===== config.mk =====
export PLATFORM = sky130hd
export DESIGN_NAME = host_line_xfer_flat
export DESIGN_NICKNAME = d
export VERILOG_FILES = /design/src/rtl/mem_xfer_pkg.sv /design/src/rtl/host_line_xfer_if.sv /design/src/rtl/line_beat_buf.sv /design/src/rtl/host_line_xfer.sv /design/src/flat_wrapper.sv
export SDC_FILE = /design/constraint.sdc
export NUM_CORES = 2
export LEC_CHECK = 0
export ABC_AREA = 1
export CAP_MARGIN = 5
export CORE_AREA = 2 2 480 482
export CTS_CLUSTER_DIAMETER = 100
export CTS_CLUSTER_SIZE = 8
export DETAILED_ROUTE_END_ITERATION = 10
export DIE_AREA = 0 0 482 484
export GPL_TIMING_DRIVEN = 0
export HOLD_SLACK_MARGIN = 0.15
export PLACE_DENSITY = 0.5
export SLEW_MARGIN = 10
export SYNTH_ARGS = -nofsm -noshare
export SYNTH_HDL_FRONTEND = slang
export SYNTH_SLANG_ARGS = --single-unit

===== constraint.sdc =====
create_clock -name clk -period 3.4 [get_ports clk]
set_clock_uncertainty 0.05 [all_clocks]
set_input_delay 1.02 -clock clk [delete_from_list [all_inputs] [get_ports clk]]
set_output_delay 1.02 -clock clk [all_outputs]
set_load 0.05 [all_outputs]

===== src/rtl/mem_xfer_pkg.sv =====
// Shared types for the cache-line transfer engine; the cache controller imports the same op encoding.
package mem_xfer_pkg;

   localparam int LINE_W_DEF = 512;
   localparam int BEAT_W_DEF = 64;
   localparam int ADDR_W_DEF = 32;

   typedef enum logic [1:0] {
      OP_NONE  = 2'b00,
      OP_READ  = 2'b01,
      OP_WRITE = 2'b10,
      OP_RSVD  = 2'b11
   } op_host_t;

   typedef enum logic [2:0] {
      XS_IDLE,
      XS_REQ,
      XS_WDATA,
      XS_WRESP,
      XS_RDATA,
      XS_RESP
   } xfer_state_t;

endpackage


===== src/rtl/host_line_xfer_if.sv =====
// Host-side request / write-beat / read-beat bus; master is the transfer engine.
interface host_line_xfer_if
   import mem_xfer_pkg::*;
#(
   parameter int ADDR_W = ADDR_W_DEF,
   parameter int BEAT_W = BEAT_W_DEF
);
   logic              host_req_valid;
   logic              host_req_ready;
   logic [ADDR_W-1:0] host_req_addr;
   logic              host_req_wr;
   logic              host_wvalid;
   logic              host_wready;
   logic [BEAT_W-1:0] host_wdata;
   logic              host_wlast;
   logic              host_wresp;
   logic              host_rvalid;
   logic [BEAT_W-1:0] host_rdata;
   logic              host_rlast;

   modport master (
      output host_req_valid, host_req_addr, host_req_wr,
      output host_wvalid, host_wdata, host_wlast,
      input  host_req_ready, host_wready, host_wresp,
      input  host_rvalid, host_rdata, host_rlast
   );

   modport slave (
      input  host_req_valid, host_req_addr, host_req_wr,
      input  host_wvalid, host_wdata, host_wlast,
      output host_req_ready, host_wready, host_wresp,
      output host_rvalid, host_rdata, host_rlast
   );
endinterface


===== src/rtl/line_beat_buf.sv =====
// One cache line with a beat index: muxes out the indexed beat for writes and demuxes read beats in.
// Zero latency on beat_out; idx advances one per shift_out/capture_in, no internal backpressure.
module line_beat_buf #(
   parameter  int LINE_W = 512,
   parameter  int BEAT_W = 64,
   localparam int BEATS  = LINE_W / BEAT_W,
   localparam int IDX_W  = $clog2(BEATS)
) (
   input  logic              clk,
   input  logic              rst_n,
   input  logic              load_line,
   input  logic              clr_idx,
   input  logic [LINE_W-1:0] line_in,
   input  logic              shift_out,
   input  logic              capture_in,
   input  logic [BEAT_W-1:0] beat_in,
   output logic [BEAT_W-1:0] beat_out,
   output logic [LINE_W-1:0] line_out,
   output logic [IDX_W-1:0]  idx,
   output logic              last
);
   logic [LINE_W-1:0] line_q, line_d;
   logic [IDX_W-1:0]  idx_q, idx_d;

   always_comb begin
      line_d = line_q;
      idx_d  = idx_q;
      if (load_line) begin
         line_d = line_in;
         idx_d  = '0;
      end else if (clr_idx) begin
         idx_d = '0;
      end else if (capture_in) begin
         line_d[idx_q*BEAT_W +: BEAT_W] = beat_in;
         idx_d = idx_q + IDX_W'(1);
      end else if (shift_out) begin
         idx_d = idx_q + IDX_W'(1);
      end
   end

   always_ff @(posedge clk or negedge rst_n) begin
      if (!rst_n) begin
         line_q <= '0;
         idx_q  <= '0;
      end else begin
         line_q <= line_d;
         idx_q  <= idx_d;
      end
   end

   assign beat_out = line_q[idx_q*BEAT_W +: BEAT_W];
   assign line_out = line_q;
   assign idx      = idx_q;
   assign last     = (idx_q == IDX_W'(BEATS - 1));
endmodule


===== src/rtl/host_line_xfer.sv =====
// Moves one cache line per op_host command as BEAT_W beats: read = 1+BEATS+1 cycles, write = 1+BEATS+wresp+1.
// Stalls on host_req_ready/host_wready/host_wresp; read beats are always accepted in RDATA.
module host_line_xfer
   import mem_xfer_pkg::*;
#(
   parameter int LINE_W = LINE_W_DEF,
   parameter int BEAT_W = BEAT_W_DEF,
   parameter int ADDR_W = ADDR_W_DEF
) (
   input  logic              clk,
   input  logic              rst_n,
   input  logic [1:0]        op_host,
   input  logic [ADDR_W-1:0] AddrOut_host,
   input  logic [LINE_W-1:0] DataOut_host,
   output logic [LINE_W-1:0] DataIn_host,
   output logic              rd_valid_host,
   output logic              tx_done_host,
   output logic              xfer_err,
   host_line_xfer_if.master  host
);
   localparam int BEATS = LINE_W / BEAT_W;
   localparam int OFF_W = $clog2(LINE_W / 8);
   localparam int IDX_W = $clog2(BEATS);
   localparam logic [ADDR_W-1:0] ADDR_MASK = ~ADDR_W'((1 << OFF_W) - 1);

   xfer_state_t       state_q, state_d;
   logic [ADDR_W-1:0] addr_q, addr_d;
   logic              wr_q, wr_d;
   logic              err_q, err_d;
   logic [LINE_W-1:0] din_q, din_d;

   logic              load_line, clr_idx, shift_out, capture_in;
   logic [BEAT_W-1:0] beat_out;
   logic [LINE_W-1:0] line_out;
   logic [IDX_W-1:0]  beat_idx;
   logic              beat_last;

   line_beat_buf #(.LINE_W(LINE_W), .BEAT_W(BEAT_W)) u_buf (
      .clk        (clk),
      .rst_n      (rst_n),
      .load_line  (load_line),
      .clr_idx    (clr_idx),
      .line_in    (DataOut_host),
      .shift_out  (shift_out),
      .capture_in (capture_in),
      .beat_in    (host.host_rdata),
      .beat_out   (beat_out),
      .line_out   (line_out),
      .idx        (beat_idx),
      .last       (beat_last)
   );

   always_comb begin
      state_d    = state_q;
      addr_d     = addr_q;
      wr_d       = wr_q;
      err_d      = err_q;
      din_d      = din_q;
      load_line  = 1'b0;
      clr_idx    = 1'b0;
      shift_out  = 1'b0;
      capture_in = 1'b0;
      case (state_q)
         XS_IDLE: begin
            case (op_host_t'(op_host))
               OP_READ: begin
                  addr_d  = AddrOut_host & ADDR_MASK;
                  wr_d    = 1'b0;
                  clr_idx = 1'b1;
                  state_d = XS_REQ;
               end
               OP_WRITE: begin
                  addr_d    = AddrOut_host & ADDR_MASK;
                  wr_d      = 1'b1;
                  load_line = 1'b1;
                  state_d   = XS_REQ;
               end
               default: ;
            endcase
         end
         XS_REQ: begin
            if (host.host_req_ready) state_d = wr_q ? XS_WDATA : XS_RDATA;
         end
         XS_WDATA: begin
            if (host.host_wready) begin
               shift_out = 1'b1;
               if (beat_last) state_d = XS_WRESP;
            end
         end
         XS_WRESP: begin
            if (host.host_wresp) state_d = XS_RESP;
         end
         XS_RDATA: begin
            // beat count decides completion; a misplaced rlast only flags the error
            if (host.host_rvalid) begin
               capture_in = 1'b1;
               if (host.host_rlast != (beat_idx == IDX_W'(BEATS - 1))) err_d = 1'b1;
               if (beat_last) state_d = XS_RESP;
            end
         end
         XS_RESP: begin
            if (!wr_q) din_d = line_out;
            state_d = XS_IDLE;
         end
         default: state_d = XS_IDLE;
      endcase
   end

   always_ff @(posedge clk or negedge rst_n) begin
      if (!rst_n) begin
         state_q <= XS_IDLE;
         addr_q  <= '0;
         wr_q    <= 1'b0;
         err_q   <= 1'b0;
         din_q   <= '0;
      end else begin
         state_q <= state_d;
         addr_q  <= addr_d;
         wr_q    <= wr_d;
         err_q   <= err_d;
         din_q   <= din_d;
      end
   end

   // the fresh read line is visible during RESP, then held in din_q across later writes
   assign DataIn_host   = (state_q == XS_RESP && !wr_q) ? line_out : din_q;
   assign rd_valid_host = (state_q == XS_RESP) && !wr_q;
   assign tx_done_host  = (state_q == XS_RESP);
   assign xfer_err      = err_q;

   assign host.host_req_valid = (state_q == XS_REQ);
   assign host.host_req_addr  = addr_q;
   assign host.host_req_wr    = wr_q;
   assign host.host_wvalid    = (state_q == XS_WDATA);
   assign host.host_wdata     = beat_out;
   assign host.host_wlast     = (state_q == XS_WDATA) && beat_last;
endmodule


===== src/flat_wrapper.sv =====
// flat-port wrapper written by rule: the top's interface ports become plain ports
module host_line_xfer_flat import mem_xfer_pkg::*;
#(
   parameter int LINE_W = LINE_W_DEF,
   parameter int BEAT_W = BEAT_W_DEF,
   parameter int ADDR_W = ADDR_W_DEF
)
  (clk, rst_n, op_host, AddrOut_host, DataOut_host, DataIn_host, rd_valid_host, tx_done_host, xfer_err, host_host_req_valid, host_host_req_addr, host_host_req_wr, host_host_wvalid, host_host_wdata, host_host_wlast, host_host_req_ready, host_host_wready, host_host_wresp, host_host_rvalid, host_host_rdata, host_host_rlast);
  host_line_xfer_if #(.ADDR_W(ADDR_W), .BEAT_W(BEAT_W)) host_i ();
  input  logic clk;
  input  logic rst_n;
  input  logic [1:0] op_host;
  input  logic [ADDR_W-1:0] AddrOut_host;
  input  logic [LINE_W-1:0] DataOut_host;
  output logic [LINE_W-1:0] DataIn_host;
  output logic rd_valid_host;
  output logic tx_done_host;
  output logic xfer_err;
  output wire logic [$bits(host_i.host_req_valid)-1:0] host_host_req_valid;
  output wire logic [$bits(host_i.host_req_addr)-1:0] host_host_req_addr;
  output wire logic [$bits(host_i.host_req_wr)-1:0] host_host_req_wr;
  output wire logic [$bits(host_i.host_wvalid)-1:0] host_host_wvalid;
  output wire logic [$bits(host_i.host_wdata)-1:0] host_host_wdata;
  output wire logic [$bits(host_i.host_wlast)-1:0] host_host_wlast;
  input wire logic [$bits(host_i.host_req_ready)-1:0] host_host_req_ready;
  input wire logic [$bits(host_i.host_wready)-1:0] host_host_wready;
  input wire logic [$bits(host_i.host_wresp)-1:0] host_host_wresp;
  input wire logic [$bits(host_i.host_rvalid)-1:0] host_host_rvalid;
  input wire logic [$bits(host_i.host_rdata)-1:0] host_host_rdata;
  input wire logic [$bits(host_i.host_rlast)-1:0] host_host_rlast;
  assign host_host_req_valid = host_i.host_req_valid;
  assign host_host_req_addr = host_i.host_req_addr;
  assign host_host_req_wr = host_i.host_req_wr;
  assign host_host_wvalid = host_i.host_wvalid;
  assign host_host_wdata = host_i.host_wdata;
  assign host_host_wlast = host_i.host_wlast;
  assign host_i.host_req_ready = host_host_req_ready;
  assign host_i.host_wready = host_host_wready;
  assign host_i.host_wresp = host_host_wresp;
  assign host_i.host_rvalid = host_host_rvalid;
  assign host_i.host_rdata = host_host_rdata;
  assign host_i.host_rlast = host_host_rlast;
  host_line_xfer #(.LINE_W(LINE_W), .BEAT_W(BEAT_W), .ADDR_W(ADDR_W)) u_core (.clk(clk), .rst_n(rst_n), .op_host(op_host), .AddrOut_host(AddrOut_host), .DataOut_host(DataOut_host), .DataIn_host(DataIn_host), .rd_valid_host(rd_valid_host), .tx_done_host(tx_done_host), .xfer_err(xfer_err), .host(host_i));
endmodule

==> Yosys cells after proc, flatten, opt, wreduce, memory -nomap -nowiden <==
Cells that the tools add are included.
{ "word_totals": {"rom_bits": 0, "ff_bits": 1058, "mem_bits_rw": 0, "mem_count": 0, "latchBits": 0, "output_inout_bits": 615} }
{ "classes": {"n_bitwise": 1, "n_reduce_logical": 14, "mul": 0, "shifts": 3, "n_mux": 27, "add_sub_neg": 2, "n_eq_ne": 17, "div_mod_pow": 0, "magnitude_cmp": 0} }
{ "ops": {"columns": ["op", "n"], "rows": [
  ["2-to-1 mux 512 bit", 4],
  ["bitwise mux 512 bit", 1],
  ["variable shift 64 x 34 -> 512 bit, first input constant", 1],
  ["indexed part select 512 x 10 -> 64 bit", 1],
  ["indexed part select 64 x 34 -> 512 bit", 1],
  ["2-to-1 mux 3 bit", 12],
  ["negator 9 -> 34 bit", 1],
  ["case mux 3 bit (5 select lines)", 1],
  ["!= test 2 x 1 -> 1 bit, second input constant", 5],
  ["== test 3 bit, second input constant", 3],
  ["2-to-1 mux 1 bit", 8],
  ["AND reduction 2 bit", 4],
  ["AND reduction 7 bit", 1],
  ["== test 3 x 2 -> 1 bit, second input constant", 2],
  ["!= test 2 bit, second input constant", 3],
  ["nonzero test 2 bit", 2],
  ["nonzero test 4 bit", 1],
  ["adder 3 x 1 -> 3 bit, second input constant", 1],
  ["== test 3 x 1 -> 1 bit, second input constant", 1],
  ["zero test 3 bit", 1],
  ["AND reduction 3 bit", 1],
  ["== test 2 x 1 -> 1 bit, second input constant", 1],
  ["== test 2 bit, second input constant", 1],
  ["logical AND 1 bit", 2],
  ["5 further kinds", 5]
]} }

==> Longest topological paths before layout <==
{ "logic_depth": {"word_depth": 6, "depth_mapped": 16, "ltp_nobuf": 11} }

==> Hierarchy <==
A second synthesis with hierarchy kept.
{ "unflattened": {"cells_unflattened": 7306, "hier_area_um2": 52955.8} }
{ "by_module_without_submodules": {"columns": ["mod", "area_per_inst_um2", "cells_each", "seq_area_each_um2", "n_inst"], "rows": [
  ["line_beat_buf", 32228.4, 4958, 12887.4, 1],
  ["host_line_xfer", 20727.4, 2348, 13588.0, 1]
]} }

==> Worst setup path after synthesis <==
No wires, ideal clock.
{ "synth_path": {"kind": "register to output", "startpoint": "register u_core.state_q[2]", "endpoint": "output DataIn_host[441]", "path_buffers": 3, "t_arrival_ns": 2.725, "path_slack_ns": -0.395, "stages_incl_launch_ff": 8, "cell_sequence": "dfrtp_1 > inv_2 > nor3_4 > nand2_2 > buf_4 > buf_4 > buf_6 > o21ai_0"} }
{ "synth_between": {"elab_chain_cells": 3} }
{ "synth_rtl": {"columns": ["element", "line", "rtl"], "rows": [
  ["start: declaration", "host_line_xfer.sv:26", "xfer_state_t state_q, state_d;"],
  ["start signal: assignment", "host_line_xfer.sv:117", "state_q <= state_d;"],
  ["== test 3 bit", null, null],
  ["via tx_done_host", "flat_wrapper.sv:17", "output logic tx_done_host;"],
  ["logical AND 1 bit", "host_line_xfer.sv:126", "assign DataIn_host = (state_q == XS_RESP && !wr_q) ? line_out : din_q;"],
  ["2-to-1 mux 512 bit", "host_line_xfer.sv:126", null],
  ["end: declaration", "flat_wrapper.sv:15", "output logic [LINE_W-1:0] DataIn_host;"]
]} }
The timed path passes the listed nets, and every way through them passes these cells.

==> Final worst setup path <==
{ "layout_path": {"startpoint": "register u_core.u_buf.idx_q[0], in the netlist u_core.u_buf.idx[0]", "endpoint": "output host_host_wdata[22]"} }
{ "layout_between": {"elab_chain_cells": 1} }
{ "layout_rtl": {"columns": ["element", "line", "rtl"], "rows": [
  ["start: declaration", "line_beat_buf.sv:23", "logic [IDX_W-1:0] idx_q, idx_d;"],
  ["start signal: assignment", "line_beat_buf.sv:47", "idx_q <= idx_d;"],
  ["indexed part select 512 x 10 -> 64 bit", "line_beat_buf.sv:51", "assign beat_out = line_q[idx_q*BEAT_W +: BEAT_W];"],
  ["end: declaration", "flat_wrapper.sv:23", "output wire logic [$bits(host_i.host_wdata)-1:0] host_host_wdata;"]
]} }
No other way between the ends.

==> impl_metrics.toml <==
[setup_path]
endpoint_kind = "primary output"
startpoint_type = "flip-flop"
ff2ff_setup_slack_ps = -580
cp-endpoint = "host_host_wdata[22]"
cp_data_arrival_time_ps = 2960
reg2reg_to = "u_core.u_buf.line_out[463]"
worst-setup-path-type = "reg2out"
crit_required_ps = 2330
critPathLaunch = "u_core.u_buf.idx[0]"
r2r_start = "u_core.u_buf.idx[0]"
reg2regPathDepth = 13
crit_fanout = 10

[placed_design]
placed_cell_area_um2 = 70500
gp_congestion = 0.973
portBuffers = 1219
place_ws_ps = -1850
dpl.hpwl_um = 372000

[yosys]
netlist_instances = 7266
synth_cell_types = 34
yosysWarnings = 0
yosysTopAreaCell = "dfrtp_1"
ys_ff_latch = 1058
synth_area_leaders = "dfrtp_1, nand2_1, nand3_1"
yosysSeqAreaShare_pct = 49.3
syn_avg_cell_area_um2 = 7.40
synth_area_um2 = 53700
synth_top_area_share_pct = 49.3

[global_routing]
grt.overflow.total = 0
track_usage_pct = 37.6
grt_pass1_vias = 59301
grt_pass1_wl_um = 576000
antenna_found_initial = 85
grt_max_degree = 148

[power]
leakagePower_uw = 0.0390
powerDensity_nw_per_um2 = 1230
seqPwrFrac_pct = 20.6
irDropWorstVdd_mv = 0.991
p_int_uw = 42600
pwr-share-clk_pct = 14.6
p_switching_uw = 56600
p_sw_share_pct = 57.1
comb_power_share_pct = 64.8

[floorplan]
coreArea_um2 = 229000
initial_core_util_pct = 23.5
die_area_um2 = 233000
ios = 1232
die_h_um = 484
core.rowCount = 176
die_x_um = 482

[clock_network]
h-tree-depth = 4
cts_inserted_buffers = 152
cts_tree = "yes"
clk_latency_ps = 830
clk_path_buf_depth = 3
cts.sinks = 1058
clock-root-buffer = "clkbuf_16"
clk_pin_slew_ps = 50

[sta]
fin_crit_sh_pct = 118
timing.final.ws_setup_ps = -628
finalSetupViolCount = 944
fin_tns_setup_ps = -334010
hold_viol_final = 0
rsz0062_at_grt = "true"
slew_violations = 0
max_freq_ghz = 0.248
worst_pin_slew_ps = 1410
whs_ps = 418
period_needed_ps = 4030
max-slew-margin-rel_pct = 6.29

[cells_and_area]
postLayoutCellArea_um2 = 80600
drive_gt1_share_pct = 23.4
syn2layout_area_growth_pct = 50.0
num-nets-final = 9355

[outcome]
violations = "negative setup slack"
status = "finished with violations"

[worst_hold_path]
worstHoldPathType = "reg2reg"

[detailed_routing]
drc = 0
num_vias = 61791
routedWlPerCell_um = 38.5
drtPass1Iterations = 8
drt_iter0_markers = 7142
drt_wl_total_um = 454000
vias_per_cell = 5.23
ant_nets = 0

[flow_run]
max_cap_violations = 0
[metal layers]
metal / up-vias / GRT usage, % / routed length [um]
met4: 32 / 26.2 / 39200
met1: 30634 / 46.4 / 178000
met5: - / 0 / 203
met3: 896 / 8.00 / 36100
li1: 26473 / - / -
met2: 3756 / 58.2 / 201000
[cell families (layout without fill, tap and decap cells)]
group           Yosys count  in the layout  share of synthesized area (%)
compound gates         1003           1003                           9.67
simple gates           4298           4298                           33.3
flops                  1058           1058                           49.3
fa+ha+maj                 7              7                          0.163
other cells               1             44                        0.00698
buf+inv                 899           2378                           7.61
[Yosys cell counts, drive strengths merged]
cell type	instances
nand3	809
nand3b	27
o211ai	1
conb	1
o21ai	683
clkinv	1
ha	7
nor3	68
nor2	252
nand2	2955
o21a	63
a21oi	255
buf	465
a31o	1
clkbuf	129
nand4	166
dfrtp	1058
or2	21
inv	304
[cell usage in the layout, fill, tap and decap left out, types with 20 or more instances in the layout]
master,instances
o21ai_0,257
clkbuf_1,58
inv_1,295
buf_1,30
o21ai_1,121
nor3_1,66
buf_12,62
buf_4,262
nand3b_1,27
nand3_1,783
a21oi_1,127
nand2_4,68
buf_16,35
clkbuf_16,172
a21oi_4,57
nor2_1,218
o21a_4,39
buf_8,73
or2_2,20
a21oi_2,71
clkbuf_2,27
nand2_1,2829
nand2_2,55
clkbuf_4,84
nand3_2,25
buf_6,273
clkdlybuf4s50_1,640
nor2_2,25
o21ai_2,247
nand4_1,166
buf_2,329
o21ai_4,58
diode_2,38
dfrtp_1,1055
[layout make-up]
type,instances,area [um2]
inverter,305,1160
buffer,591,4530
antenna,38,95.1
multi-input combinational,5314,26900
sequential,1058,26500
tap,3026,3790
clock buffer,158,3910
timing repair buffer,1309,13500
clock inverter,15,230
fill,24264,148000
[per-stage QoR]
step                      total power [uW]  utilization [%]  instances
after floorplan                      47800                -       7271
after global placement               75600             30.7      11516
after detailed placement             75700             30.8      11526
after CTS                            94400             33.9      11751
after global routing                101000             35.2      11789
final                                99200             35.3      11814
[worst max-delay path: stages (launching register included)]
cell and delay, ps:
dfrtp_2 470, buf_6 160, buf_12 150, buf_12 140
buf_12 150, a21oi_1 300, o21ai_1 240, nand2_1 120
o21a_2 210, buf_6 180
[registers in the layout, indices dropped and copies added, names as in the netlist]
signal / flops
u_core.host.host_req_wr: 1
u_core.u_buf.line_out: 512
u_core.state_q: 3
u_core.u_buf.idx: 3
u_core.xfer_err: 1
u_core.host.host_req_addr: 26
u_core.din_q: 512
[power by group through the flow]
stage | registers, uW | logic [uW] | clock network, uW
2_1_floorplan | 19600 | 28200 | 0
3_3_place_gp | 20400 | 55200 | 0
3_5_place_dp | 20200 | 55600 | 0
4_1_cts | 20200 | 59500 | 14700
5_1_grt | 20800 | 65500 | 15100
6_report | 20400 | 64200 | 14500
[worst min path at each step]
stage                               startpoint                    endpoint  slack, ps  cells after the start
CTS                          u_core.din_q[321]           u_core.din_q[321]        420                      2
detailed placement           u_core.din_q[410]           u_core.din_q[410]        410                      2
global route                 u_core.din_q[426]           u_core.din_q[426]        440                      2
global placement             u_core.din_q[414]           u_core.din_q[414]        400                      2
finish                       u_core.din_q[207]           u_core.din_q[207]        420                      2
floorplan           u_core.u_buf.line_out[246]  u_core.u_buf.line_out[246]        410                      2
[what timing repair did]
item	in CTS	in global routing
buffers inserted	41	17
gates cloned	13	13
pin swaps	42	43
endpoints found under the hold margin	49	0
setup endpoints to repair	1097	1099
gates resized for setup	3793	1807
hold buffers	1	0
(Power assumes the default switching activity.)
